**config.mk**
```make
export PLATFORM = sky130hd
export DESIGN_NAME = pipe_hazard_ctrl
export DESIGN_NICKNAME = d
export VERILOG_FILES = /design/src/rtl/pipe_hazard_ctrl.sv
export SDC_FILE = /design/constraint.sdc
export NUM_CORES = 1
export LEC_CHECK = 0
export CAP_MARGIN = 30
export CORE_AREA = 2 2 39 41
export DETAILED_ROUTE_END_ITERATION = 7
export DIE_AREA = 0 0 41 43
export GPL_TIMING_DRIVEN = 0
export SYNTH_ARGS = -nofsm -noshare
export SYNTH_HDL_FRONTEND = slang
export SYNTH_SLANG_ARGS = --single-unit
```
**constraint.sdc**
```tcl
create_clock -name clk -period 3.6 [get_ports clk]
set_clock_uncertainty 0.2 [all_clocks]
set_input_delay 0.72 -clock clk [delete_from_list [all_inputs] [get_ports clk]]
set_output_delay 0.72 -clock clk [all_outputs]
set_load 0.05 [all_outputs]
```
**src/rtl/pipe_hazard_ctrl.sv**
```systemverilog
// pipe_hazard_ctrl: hazard and stall controller for a 5-stage in-order pipeline.
// This block resolves three hazards, in priority order:
//   - a data-memory stall, which freezes the whole pipeline
//   - a taken branch, which flushes IF/ID, ID/EX and EX/MEM
//   - a load-use hazard, which inserts a one-cycle bubble
// Every output is combinational from the registered state and the current inputs.
// Optional build macro PIPE_PERF_CNT_EN adds two saturating 16-bit event counters,
// stall_cnt and flush_cnt.
//
// state   | meaning
// --------+---------------------------------------------------------------
// RUN     | normal issue; branch and load-use are evaluated
// FLUSH   | a branch flush happened last cycle; IF/ID holds a bubble
// MEMWAIT | the pipeline was frozen last cycle; a held branch resolves
//         | on the first cycle that mem_stall_req is low

module pipe_hazard_ctrl (
    input  logic        clk,
    input  logic        reset,
    input  logic [4:0]  ifid_rs,
    input  logic [4:0]  ifid_rt,
    input  logic        idex_memread,
    input  logic [4:0]  idex_rt,
    input  logic        exmem_branch,
    input  logic        exmem_zero,
    input  logic        mem_stall_req,
    output logic        pc_write,
    output logic        ifid_write,
    output logic        hazard_detected,
    output logic        flush_ifid,
    output logic        flush_idex,
    output logic        flush_exmem,
    output logic        pc_src,
    output logic        pipe_freeze
`ifdef PIPE_PERF_CNT_EN
    ,
    output logic [15:0] stall_cnt,
    output logic [15:0] flush_cnt
`endif
);

    typedef enum logic [1:0] {
        RUN     = 2'd0,
        FLUSH   = 2'd1,
        MEMWAIT = 2'd2
    } state_t;

    state_t state;
    state_t state_next;

    logic branch_taken;
    logic load_use;

    // Event decode. Register 0 is hard-wired to zero, so a load into it never
    // creates a dependency.
    always_comb begin
        branch_taken = exmem_branch & exmem_zero;
        load_use     = idex_memread && (idex_rt != 5'd0) &&
                       ((idex_rt == ifid_rs) || (idex_rt == ifid_rt));
    end

    // State register. Reset returns to RUN, which drops any branch held in MEMWAIT.
    always_ff @(posedge clk) begin
        if (reset) begin
            state <= RUN;
        end else begin
            state <= state_next;
        end
    end

    // Next-state and output decode. Priority: reset, memory stall, taken branch, load-use.
    always_comb begin
        state_next      = RUN;
        pc_write        = 1'b1;
        ifid_write      = 1'b1;
        hazard_detected = 1'b0;
        flush_ifid      = 1'b0;
        flush_idex      = 1'b0;
        flush_exmem     = 1'b0;
        pc_src          = 1'b0;
        pipe_freeze     = 1'b0;

        if (reset) begin
            state_next = RUN;
        end else if (mem_stall_req) begin
            pipe_freeze = 1'b1;
            pc_write    = 1'b0;
            ifid_write  = 1'b0;
            state_next  = MEMWAIT;
        end else begin
            case (state)
                RUN, MEMWAIT: begin
                    if (branch_taken) begin
                        pc_src      = 1'b1;
                        flush_ifid  = 1'b1;
                        flush_idex  = 1'b1;
                        flush_exmem = 1'b1;
                        state_next  = FLUSH;
                    end else if (load_use) begin
                        pc_write        = 1'b0;
                        ifid_write      = 1'b0;
                        hazard_detected = 1'b1;
                        state_next      = RUN;
                    end else begin
                        state_next = RUN;
                    end
                end
                // IF/ID holds the bubble from the flush, so its register fields
                // are meaningless and load-use is not evaluated here.
                FLUSH: begin
                    state_next = RUN;
                end
                default: begin
                    state_next = RUN;
                end
            endcase
        end
    end

`ifdef PIPE_PERF_CNT_EN
    // Saturating event counters. The outputs above are already zero during
    // reset, so the event terms need no separate reset qualification.
    always_ff @(posedge clk) begin
        if (reset) begin
            stall_cnt <= 16'd0;
            flush_cnt <= 16'd0;
        end else begin
            if ((pipe_freeze || hazard_detected) && (stall_cnt != 16'hFFFF)) begin
                stall_cnt <= stall_cnt + 16'd1;
            end
            if (pc_src && (flush_cnt != 16'hFFFF)) begin
                flush_cnt <= flush_cnt + 16'd1;
            end
        end
    end
`endif

endmodule

```
* Word level (Yosys, flattened, before mapping)
Cells that the tools add are included.
W data, S select, Z words.
** Storage, ports and cells
- Register bits :: 2
- Latch bits :: 0
- Bits in writable memories :: 0
- Memory bits (read-only) :: 0
- Bits of input ports :: 21
- Output and inout port bits :: 8
- Word-level logic and storage cells :: 33
- Memories kept :: 0
** Operators by class
- Add/sub/neg operators :: 0
- Multiply operators :: 0
- Divide/modulo/power cells :: 0
- $lt $le $gt $ge :: 0
- Eq/ne operators :: 3
- Shifts and indexed selects :: 0
- Multiplexer cells :: 19
- Bitwise gates (word level) :: 2
- Reduce and logical (&&, ||, !) cells :: 7
** Operators with widths (count)
- $mux W1 :: 17
- $eq A5 B5 Y1 :: 2
- $reduce_bool A5 Y1 :: 1
- $mux W2 :: 2
- $reduce_or A3 Y1 :: 1
- $eq A2 B2 Y1 const B :: 1
- $logic_and A1 B1 Y1 :: 2
- $logic_not A2 Y1 :: 1
- $reduce_or A2 Y1 :: 1
- $and A1 B1 Y1 :: 1
- $logic_or A1 B1 Y1 :: 1
- $not A1 Y1 :: 1

* Depth between registers and ports, before layout
- Word-level depth :: 8
- Mapped depth :: 5
- Depth with buffers taken out :: 4

* Worst setup path after synthesis
OpenSTA, ideal clock, no wires.
- Path type :: in2out
- Start point :: input port reset
- End point :: output port flush_idex
- Arrival time :: 2920 ps
- Data required time :: 2680 ps
- Path slack :: -240 ps
- Stages on the path :: 2
- Path buffers :: 1
- Path through :: nor4_1 -> buf_4
** Between the ends
- Longest elaborated chain between the ends :: 1
** RTL lines
- from (decl) :: line 19 : input logic reset,
- $mux W1 :: line 83 : if (reset) begin
- to (decl) :: line 31 : output logic flush_idex,
No other way between the ends.

* Worst setup path in the final report
- Start point :: input port idex_rt[1]
- End point :: output port ifid_write
** Between the ends
- Longest elaborated chain between the ends :: 8
- Elaborated cells between the ends (all ways) :: 11
- Those cells by class :: eq/ne: 2; mux: 5; reduce/logical: 4
** RTL lines
- from (decl) :: line 23 : input logic [4:0] idex_rt,
- $eq A5 B5 Y1 or $reduce_bool A5 Y1 (tied branches) :: line 59, 58
- $logic_or A1 B1 Y1 or $logic_and A1 B1 Y1 (tied branches) :: line 59, 58
- $logic_and A1 B1 Y1 * :: line 58 : load_use = idex_memread && (idex_rt != 5'd0) &&
- $mux W1 * :: line 99 : end else if (load_use) begin
- $mux W1 * :: line 93 : if (branch_taken) begin
- $mux W1 * :: line 91 : case (state)
- $mux W1 * :: line 85 : end else if (mem_stall_req) begin
- $mux W1 * :: line 83
- to (decl) :: line 28 : output logic ifid_write,
Every way passes the cells marked *; elsewhere a longest branch is shown, timed or not.

==> metrics.yaml <==
crit_family: "buffers and inverters"
synthCells: 29
place.gp.congestion: 0.586
synth-simple-area-share: 0.261
track_usage: 0.0721
relSlewSlack: 0.667
synthesis.area_um2: 230
rsz0062_at_grt: "no"
synth.area.mux_share: 0
startpoint_type: "input pin"
clkPwrFrac: 0
clock.fmax_ghz: 0.282
ir_worst_vdd_mv: 0.0719
power_leakage_nw: 0.208
hold_ws_ps: 263
setup_tns_ps: 0
cpPeakStageDelay_ps: 560
ios: 29
outcome: "finished clean"
critical_path_buf_inv_count: 2
antenna_found_initial: 0
seqPwrFrac: 0.163
use_met1: 0.0828
p_int_mw: 0.0451
cp.arrival_ps: 2620
synth_compound_area_frac: 0.141
syn-num-nets: 50
finalNonFillerCells: 73
use_met3: 0.0157
vias_per_cell: 4.10
path_class: "input pin to primary output"
clk_pin_slew_ps: 0
nFillCells: 159
period_minus_slack_ps: 3540
ys.flop_type: "dfxtp_1"
hpwl_um: 605
grt-busiest-layer: "met2"
wire_per_inst_um: 9.14
ys_seq_area_frac: 0.0870
postCtsSetupBuffers: 0
crit_fanout: 3
totalWireLength_um: 667
fin_nets: 80
worst_slew_pin_slew_ps: 498
comb_power_share: 0.837
synth-xor-area-share: 0.380
synth_top_family_by_area: "XOR/XNOR gates"
total_power_mw: 0.0728
drc_errors: 0
synth_area_leaders: "xor2_1, buf_4, dfxtp_1"
syn_avg_cell_area_um2: 7.94
drive_above_1_share: 0.140
setup_viol: 0
synth_fa_ha_area_frac: 0
cap_violations: 0
slew_viol_final: 0
synth_edf_count: 0
grt_pass1_vias: 270
clock_latency_ps: 0
synth.most_common_cell: "xor2_1"
critPathCaptureType: "primary output"
start_util: 0.166
yosysWarnings: 0
grt_start_max_net_pins: 5
fin_crit_sh: 0.984
grt_first_pass_wirelength_um: 952
crit_required_ps: 2680
met2_usage: 0.134
port_buffers: 28
drt_first_pass_iters: 1
path_cells: "clkdlybuf4s50_1, or4_4, o2111ai_2, o21ba_1, clkdlybuf4s15_1"
crit_slowest_cell: "or4_4"
synth_common_cells: "xor2_1, buf_4, nor2_1, nor3_1, nor4_1"
drtIter0Drc: 0
core_um2: 1380
area_growth_pct: 132
synth_cell_type_count: 12
synth_seq_cells: 1
power_switching_share: 0.380
hold_viol_final: 0
grt-ovfl-total: 0
dieArea_um2: 1760
antenna_cells: 0
max_flop_register: "state"
reg_top3: "state: 1 flops"
antenna_left: 0
die_w_um: 41
yosysTopAreaCellShare: 0.380
die_h_um: 43
placementRows: 14
hp-class: "flop to flop"
largest_reg_flops: 1
switching_power_mw: 0.0276
powerDensity_nw_per_um2: 137
cts_hold_buf: 0
synth_top_area_cell: "xor2_1"
async_reset_ff_frac: 0
placed_cells: 73
via_count: 299
-- timing repair --
| action | CTS | global route |
|---|---|---|
| endpoints found under the hold margin | 0 | 0 |
| resized for setup | 4 | 1 |
| endpoints found under the setup margin | 3 | 1 |
-- final timing paths --
check / from / slack, ps / end / cells past startpoint
min: state[0] / 260 / state[0] / 1
max: idex_rt[1] / 60 / ifid_write / 5
max reg2reg: state[0] / 2750 / state[0] / 1
min reg2reg: state[0] / 260 / state[0] / 1
-- cell usage in the layout (no fill, tap or decap) --
master / netlist / final
nor4_2: 0 / 1
nor2b_1: 1 / 1
nand2_1: 1 / 1
dfxtp_1: 1 / 1
o21ba_1: 1 / 1
buf_4: 4 / 5
clkdlybuf4s50_1: 0 / 25
xor2_1: 10 / 10
nor2_1: 3 / 3
or4_4: 1 / 1
nor4_1: 2 / 1
dlygate4sd2_1: 0 / 1
clkdlybuf4s15_1: 0 / 1
a22oi_1: 1 / 1
nor3_1: 3 / 3
o2111ai_2: 1 / 1
-- area by class of cell --
type / instances / area (um2) / area share
Buffer: 4 / 30.0 / 0.0563
Multi-Input combinational cell: 24 / 186 / 0.350
Sequential cell: 1 / 20.0 / 0.0376
Tap cell: 16 / 20.0 / 0.0376
Timing Repair Buffer: 28 / 277 / 0.519
-- power by group through the flow --
stage	clock, mW	combinational, mW	sequential [mW]
2_1_floorplan	0	0.0279	0.0118
5_1_grt	0	0.0649	0.0119
3_3_place_gp	0	0.0619	0.0118
6_report	0	0.0609	0.0119
4_1_cts	0	0.0616	0.0119
3_5_place_dp	0	0.0621	0.0119
-- stage by stage --
| stage | instance area (um2) | worst slack, ps | util |
|---|---|---|---|
| 6_report | 533 | 58.7 | 0.385 |
| 5_1_grt | 533 | 6.51 | 0.385 |
| 4_1_cts | 532 | 30.6 | 0.384 |
| 3_5_place_dp | 537 | -331 | 0.388 |
| 3_3_place_gp | 537 | -332 | 0.388 |
| 2_1_floorplan | 236 | 441 | - |
-- cell families after synthesis --
logic type                count (synthesis)
AOI/OAI and AO/OA                         3
xor gates and xnor gates                 10
buffers and inverters                     4
DFF                                       1
and+or+nand+nor                          11
-- layer usage --
layer / part of all wire / vias to the layer above / wire, um
met1: 0.36 / 127 / 239
li1: - / 156 / -
met4: 0 / 0 / 0
met3: 0.14 / 0 / 91
met5: 0 / - / 0
met2: 0.51 / 16 / 337
(Power assumes the default switching activity.)
